`config.mk`:
```
export PLATFORM = sky130hd
export DESIGN_NAME = seg7_scan_driver
export DESIGN_NICKNAME = d
export VERILOG_FILES = /design/src/rtl/seg7_scan_driver.sv
export SDC_FILE = /design/constraint.sdc
export NUM_CORES = 1
export LEC_CHECK = 0
export CORE_UTILIZATION = 50
export CTS_CLUSTER_DIAMETER = 30
export CTS_CLUSTER_SIZE = 10
export DETAILED_ROUTE_END_ITERATION = 8
export GPL_ROUTABILITY_DRIVEN = 0
export HOLD_SLACK_MARGIN = 0.1
export PLACE_DENSITY = 0.83
export SYNTH_ARGS = -nofsm -noshare
export SYNTH_HDL_FRONTEND = slang
export SYNTH_SLANG_ARGS = --single-unit
```
`constraint.sdc`:
```
create_clock -name gclk -period 4 [get_ports gclk]
set_input_delay 1 -clock gclk [delete_from_list [all_inputs] [get_ports gclk]]
set_output_delay 1 -clock gclk [all_outputs]
set_load 0.02 [all_outputs]
```
`src/rtl/seg7_scan_driver.sv`:
```
// Four-digit common-anode seven-segment scan driver.
// Digits are time-multiplexed with a blanking gap at the start of every slot.
// New values go into shadow registers and reach the active set only at a frame boundary.
module seg7_scan_driver #(
   parameter int unsigned DIGIT_TICKS  = 100000,
   parameter int unsigned BLANK_CYCLES = 1000
) (
   input  logic        gclk,
   input  logic        reset,
   input  logic [15:0] value,
   input  logic [3:0]  dp_in,
   input  logic [3:0]  blank_in,
   input  logic        load,
   output logic [7:0]  seg,
   output logic [3:0]  an,
   output logic        frame_tick
);

   localparam int unsigned CW = (DIGIT_TICKS > 1) ? $clog2(DIGIT_TICKS) : 1;
   localparam logic [CW-1:0] CNT_LAST      = CW'(DIGIT_TICKS - 1);
   localparam logic [CW-1:0] CNT_BLANK_END = CW'(BLANK_CYCLES - 1);

   typedef enum logic {
      BLANK,
      ON
   } state_t;

   state_t        state, state_nxt;
   logic [CW-1:0] cnt;
   logic [1:0]    idx;
   logic          slot_end, frame_end;

   logic [15:0]   sh_value, act_value;
   logic [3:0]    sh_dp, act_dp;
   logic [3:0]    sh_blank, act_blank;

   logic [7:0]    seg_nxt;
   logic [3:0]    an_nxt;
   logic [3:0]    nib;

   function automatic logic [6:0] hex7(input logic [3:0] d);
      case (d)
         4'h0: hex7 = 7'h40;
         4'h1: hex7 = 7'h79;
         4'h2: hex7 = 7'h24;
         4'h3: hex7 = 7'h30;
         4'h4: hex7 = 7'h19;
         4'h5: hex7 = 7'h12;
         4'h6: hex7 = 7'h02;
         4'h7: hex7 = 7'h78;
         4'h8: hex7 = 7'h00;
         4'h9: hex7 = 7'h10;
         4'hA: hex7 = 7'h08;
         4'hB: hex7 = 7'h03;
         4'hC: hex7 = 7'h46;
         4'hD: hex7 = 7'h21;
         4'hE: hex7 = 7'h06;
         default: hex7 = 7'h0E;
      endcase
   endfunction

   assign slot_end  = (cnt == CNT_LAST);
   assign frame_end = slot_end && (idx == 2'd3);

   // Slot counter and digit index; the index advances on every slot wrap.
   always_ff @(posedge gclk) begin
      if (reset) begin
         cnt <= '0;
         idx <= '0;
      end else if (slot_end) begin
         cnt <= '0;
         idx <= idx + 2'd1;
      end else begin
         cnt <= cnt + CW'(1);
      end
   end

   // Shadow capture on load; active set transfers at frame end, taking a coincident load directly.
   always_ff @(posedge gclk) begin
      if (reset) begin
         sh_value  <= '0;
         sh_dp     <= '0;
         sh_blank  <= '0;
         act_value <= '0;
         act_dp    <= '0;
         act_blank <= '0;
      end else begin
         if (load) begin
            sh_value <= value;
            sh_dp    <= dp_in;
            sh_blank <= blank_in;
         end
         if (frame_end) begin
            act_value <= load ? value    : sh_value;
            act_dp    <= load ? dp_in    : sh_dp;
            act_blank <= load ? blank_in : sh_blank;
         end
      end
   end

   // Slot phase register.
   always_ff @(posedge gclk) begin
      if (reset) state <= BLANK;
      else       state <= state_nxt;
   end

   // Phase transitions: blanking gap first, then the lit portion until the slot wraps.
   always_comb begin
      state_nxt = state;
      case (state)
         BLANK:   if (cnt == CNT_BLANK_END) state_nxt = ON;
         ON:      if (slot_end)             state_nxt = BLANK;
         default: state_nxt = BLANK;
      endcase
   end

   // Display pattern for the current phase and digit.
   always_comb begin
      seg_nxt = 8'hFF;
      an_nxt  = 4'b1111;
      nib     = act_value[{idx, 2'b00} +: 4];
      if (state == ON && !act_blank[idx]) begin
         seg_nxt = {~act_dp[idx], hex7(nib)};
         an_nxt  = ~(4'b0001 << idx);
      end
   end

   // Registered outputs; frame_tick marks the first cycle the new active set is visible.
   always_ff @(posedge gclk) begin
      if (reset) begin
         seg        <= 8'hFF;
         an         <= 4'b1111;
         frame_tick <= 1'b0;
      end else begin
         seg        <= seg_nxt;
         an         <= an_nxt;
         frame_tick <= frame_end;
      end
   end

endmodule

```
# After elaboration in Yosys (flattened, before gate mapping)
# Memories as Yosys holds them, arrays and structs flattened. A register that Yosys moved wholly into a read port is not among the register bits.
# Cells that the tools add are included.
[word_totals]
mem_count = 1
mem_bits_ro = 112
regBits = 81
out_inout_bits = 13
[memory_table]
columns = ["name", "depth", "width", "read_ports", "rd_clocked_by_memory_dff", "write_ports", "line", "source"]
rows = [
  ["(no name shown)", 16, 7, 1, 1, 0, "42", "case (d)"],
]
[op_classes]
n_lt_le_gt_ge = 1
n_bitwise = 4
shift = 2
eq_ne = 3
reduce_logical = 5
n_mux = 10
add_sub_neg = 2
[ops]
columns = ["operator", "n"]
rows = [
  ["17-bit by 1-bit adder with 17-bit output, second input constant", 1],
  ["17-bit by 10-bit == test with 1-bit output, second input constant", 1],
  ["17-bit == test, second input constant", 1],
  ["16-bit 2-to-1 mux", 1],
  ["16-bit by 5-bit indexed part select with 4-bit output", 1],
  ["4-bit 2-to-1 mux", 2],
  ["1-bit binary-select mux with 2-bit select", 2],
  ["1-bit 2-to-1 mux", 4],
  ["4-bit NOT", 1],
  ["2-bit OR reduction", 2],
  ["1-bit by 2-bit << shifter with 4-bit output, first input constant", 1],
  ["2-bit by 3-bit less-than comparator with 1-bit output, second input constant", 1],
  ["1-bit NOT", 3],
  ["2-bit by 1-bit adder with 2-bit output, second input constant", 1],
  ["2-bit == test, second input constant", 1],
  ["1-bit logical AND", 2],
  ["1-bit case mux with 2 select lines", 1],
  ["1-bit logical NOT", 1],
]

# Longest topological paths before layout
[logic_depth]
ltp_word = 6
ltp_mapped = 8
ltp_nobuf = 7

# Worst setup path before layout
# Ideal clock, no wire load.
[synth_timing]
path_type = "input port to flip-flop"
startpoint = "in load"
endpoint = "reg act_value[3]"
path_buffers = 2
t_arrival_ns = 2.277
path_stages = 5
setup_slack_ns = 1.602
path_cell_list = "clkbuf_1 > buf_1 > mux2i_1 > nor2_1 > mux2_4"
[synth_between]
elab_chain_len = 1
[synth_lines]
columns = ["element", "line", "source"]
rows = [
  ["from (decl)", "13", "input logic load,"],
  ["16-bit 2-to-1 mux", "n/a", ""],
  ["to (signal assigned)", "94", "act_value <= load ? value : sh_value;"],
  ["to (decl)", "33", "logic [15:0] sh_value, act_value;"],
]
# Every way passes these cells.
# A chain may end at the register's enable or synchronous reset.

# Worst setup path in the final report
[layout_timing]
startpoint = "reg idx[0]"
endpoint = "reg seg[0]"
[layout_between]
elab_chain_len = 6
elab_cells_between_ends = 7
cone_classes = "1 x shift; 2 x mux; 1 x bitwise; 3 x reduce/logical"
[layout_lines]
columns = ["element", "line", "source"]
rows = [
  ["from (decl)", "30", "logic [1:0] idx;"],
  ["from (signal assigned)", "72", "idx <= idx + 2'd1;"],
  ["1-bit binary-select mux with 2-bit select", "122", "if (state == ON && !act_blank[idx]) begin"],
  ["1-bit 2-to-1 mux (implied by the code)", "122", ""],
  ["1-bit logical NOT", "122", ""],
  ["1-bit logical AND", "122", ""],
  ["1-bit NOT (no source line)", "n/a", ""],
  ["2-bit OR reduction (no source line)", "n/a", ""],
  ["to (decl)", "14", "output logic [7:0] seg,"],
]
# Several ways; a longest one is shown, not always the timed one. The select of a mux whose other input is x is not followed.

==> metrics.yaml <==
pwr:
  p_clk_frac: 0.414
  powerDensity_mw_per_mm2: 369
  power_frac_seq: 0.536
  comb_power_share: 0.050
  sw_frac_of_total: 0.217
  p_int_mw: 1.21
  peakVddDrop_mv: 0.190
  p_switching_mw: 0.335
  p_leak_nw: 1.65
synth:
  synth_seq_cells: 81
  ys_types: 40
  syn_inst: 338
  syn_area_mm2: 0.00357
  async_reset_ff_frac: 0
  synth_ff_type: "dfxtp_1"
  syn_avg_cell_area_um2: 10.6
  synth_enable_flop_cells: 0
  yosysSeqAreaShare: 0.455
  synth_nets: 377
  ys_warn_count: 0
sta:
  rsz0062_at_grt: "false"
  fin_tns_setup_ns: 0
  clock_skew_ns: 0.0111
  slew_violations: 0
  finalWorstSetupSlack_ns: 1.64
  finalCritPeriodShare: 0.591
  tightest_slew_ns: 0.936
  fmax_mhz: 423
  setup_viol: 0
  relSlewSlack: 0.376
  hold_violations: 0
  fin_crit_ns: 2.36
floorplan:
  dieArea_mm2: 0.00748
  ios: 40
  die_w_um: 86.5
  start_util: 0.522
  num_rows: 30
  core_mm2: 0.00683
  fp.dieH_um: 86.5
clock_tree:
  ctsHtreeMaxLevel: 3
  cts.sinks: 81
  insertion_delay_ns: 0.35
  post_cts_buffers: 0
  cts_made_buffers: 9
  cts.clk_slew.worst_paths_ns: 0.08
  cts_root_buf: "clkbuf_8"
  cts_resized: 0
  ctsHoldBuffers: 0
  cts_buffer_depth: 2
  tritoncts: "built"
worst_hold_path:
  min_from: "cnt[0]"
  hold_depth: 1
  whs_endpoint: "cnt[0]"
  hold_class: "reg -> reg"
place:
  dp_hpwl_mm: 4.25
  dpl.cell_count: 455
  dp_slack_ns: 1.30
  port_buffers: 39
critical_path:
  r2r-end: "seg[0]"
  crit_fanout: 10
  regToRegSetupSlack_ns: 1.64
  critPathKind: "reg -> reg"
  critPathLaunchType: "flip-flop"
  reg2reg_depth: 5
  critical_path.endpoint_type: "flip-flop"
  critical_path_arrival_ns: 2.58
  timing.rr.start: "idx[0]"
  cp.required_ns: 4.22
cells_and_area:
  layout.cells.non_filler: 470
  area_growth_pct: 17.6
  drive_above_1_share: 0.139
  diodes: 0
  mostFrequentLayoutCell: "dfxtp_1"
  nNetsFinal: 409
  layout_common_cells: "81 x dfxtp_1, 44 x nor2_1, 38 x clkdlybuf4s50_1"
outcome:
  status: "finished, final reports clean"
detailed_routing:
  wl_per_cell_um: 13.8
  viasPerCell: 5.21
  final_antenna_net_count: 0
  drcViolationCount: 0
  first_pass_iters: 4
  via_count: 2450
  initialDrtViolationCount: 126
  routed_wl_mm: 6.47
job:
  cap_violations: 0
grt:
  grt-ovfl-total: 0
  grt_first_pass_wirelength_mm: 10.9
  antenna_found_initial: 0
  track_usage: 0.190
  grt_max_degree: 55
  grt_pass1_vias: 2314
## logic make-up after synthesis
logic type               Yosys count  synth area share
multiplexers                      57             0.210
XOR/XNOR                          14            0.0344
AND/OR/NAND/NOR                  127             0.188
flip-flops                        81             0.455
AO/OA/AOI/OAI                     20            0.0361
buffers and inverters             27            0.0347
adder cells (fa/ha/maj)           12            0.0421
## flip-flops by register name (all words and copies together) (netlist names)
signal	count
act_value	16
idx	2
sh_dp	4
act_blank	4
sh_value	16
act_dp	4
frame_tick	1
seg	8
state	1
an	4
cnt	17
sh_blank	4
## power groups by stage
stage               Combinational [mW]  Sequential, mW  Clock, mW
global placement                0.0753           0.847          0
floorplan                       0.0442           0.846          0
detailed placement              0.0774           0.848          0
finish                          0.0770           0.829      0.640
global route                    0.0842           0.831      0.678
CTS                             0.0778           0.829      0.648
## cells in the mapped netlist, types with 2 or more instances
library cell,number,share of area
o21ai_0,4,0.0056
nor4b_1,2,0.0049
ha_1,12,0.042
nand2_1,14,0.015
o211ai_1,3,0.0063
mux2_2,4,0.013
nor3_1,4,0.0056
xor2_1,5,0.012
buf_1,2,0.0021
nor2_1,44,0.046
o221ai_1,4,0.0098
nor2b_1,25,0.044
xnor2_1,9,0.022
nand3_1,12,0.017
buf_6,2,0.0063
a21oi_1,6,0.0084
nor4_1,6,0.011
or3_1,3,0.0053
buf_2,5,0.0070
mux4_2,6,0.038
nand2b_1,2,0.0035
inv_1,8,0.0084
dfxtp_1,81,0.45
mux2i_1,27,0.076
and3_1,2,0.0035
or2_2,2,0.0035
or4_1,2,0.0042
clkbuf_1,9,0.0095
mux2_4,20,0.084
nand4_1,3,0.0053
## per-layer routing
layer | track usage | up-vias | share of wire
met5 | 0 | - | 0
met4 | 0.0955 | 0 | 0.018
met3 | 0.0400 | 12 | 0.035
met2 | 0.310 | 65 | 0.49
met1 | 0.238 | 1149 | 0.46
li1 | - | 1224 | -
## how the worst max path moves through the flow
stage                      start           end  depth (start not counted)
final                     idx[0]        seg[0]                          5
after global routing      idx[0]        seg[0]                          5
after detailed placement   reset        seg[5]                          4
after floorplan             load  act_value[3]                          5
after CTS                 idx[0]        seg[0]                          5
after global placement     reset        seg[6]                          4
## layout make-up
class | count | area (um2)
flip-flops and latches | 81 | 1620
multi-input cells | 230 | 1820
inverters | 8 | 30.0
well taps | 96 | 120
fillers | 563 | 2640
repair buffers | 40 | 393
clock inverters | 5 | 81.3
clock buffers | 10 | 128
## critical path: stages, from the launching register on
cell	delay (ns)
dfxtp_1	0.68
mux4_2	0.67
ha_1	0.26
or3b_2	0.47
o221ai_1	0.08
nand2_1	0.07
## per-stage QoR
stage / cell area (um2) / hold slack [ns] / utilization / power (mW)
2_1_floorplan: 3570 / 0.445 / - / 0.890
3_3_place_gp: 3990 / 0.459 / 0.584 / 0.923
3_5_place_dp: 3990 / 0.483 / 0.584 / 0.925
4_1_cts: 4200 / 0.511 / 0.614 / 1.56
5_1_grt: 4200 / 0.536 / 0.614 / 1.59
6_report: 4200 / 0.504 / 0.614 / 1.55
(Power assumes the default switching activity.)
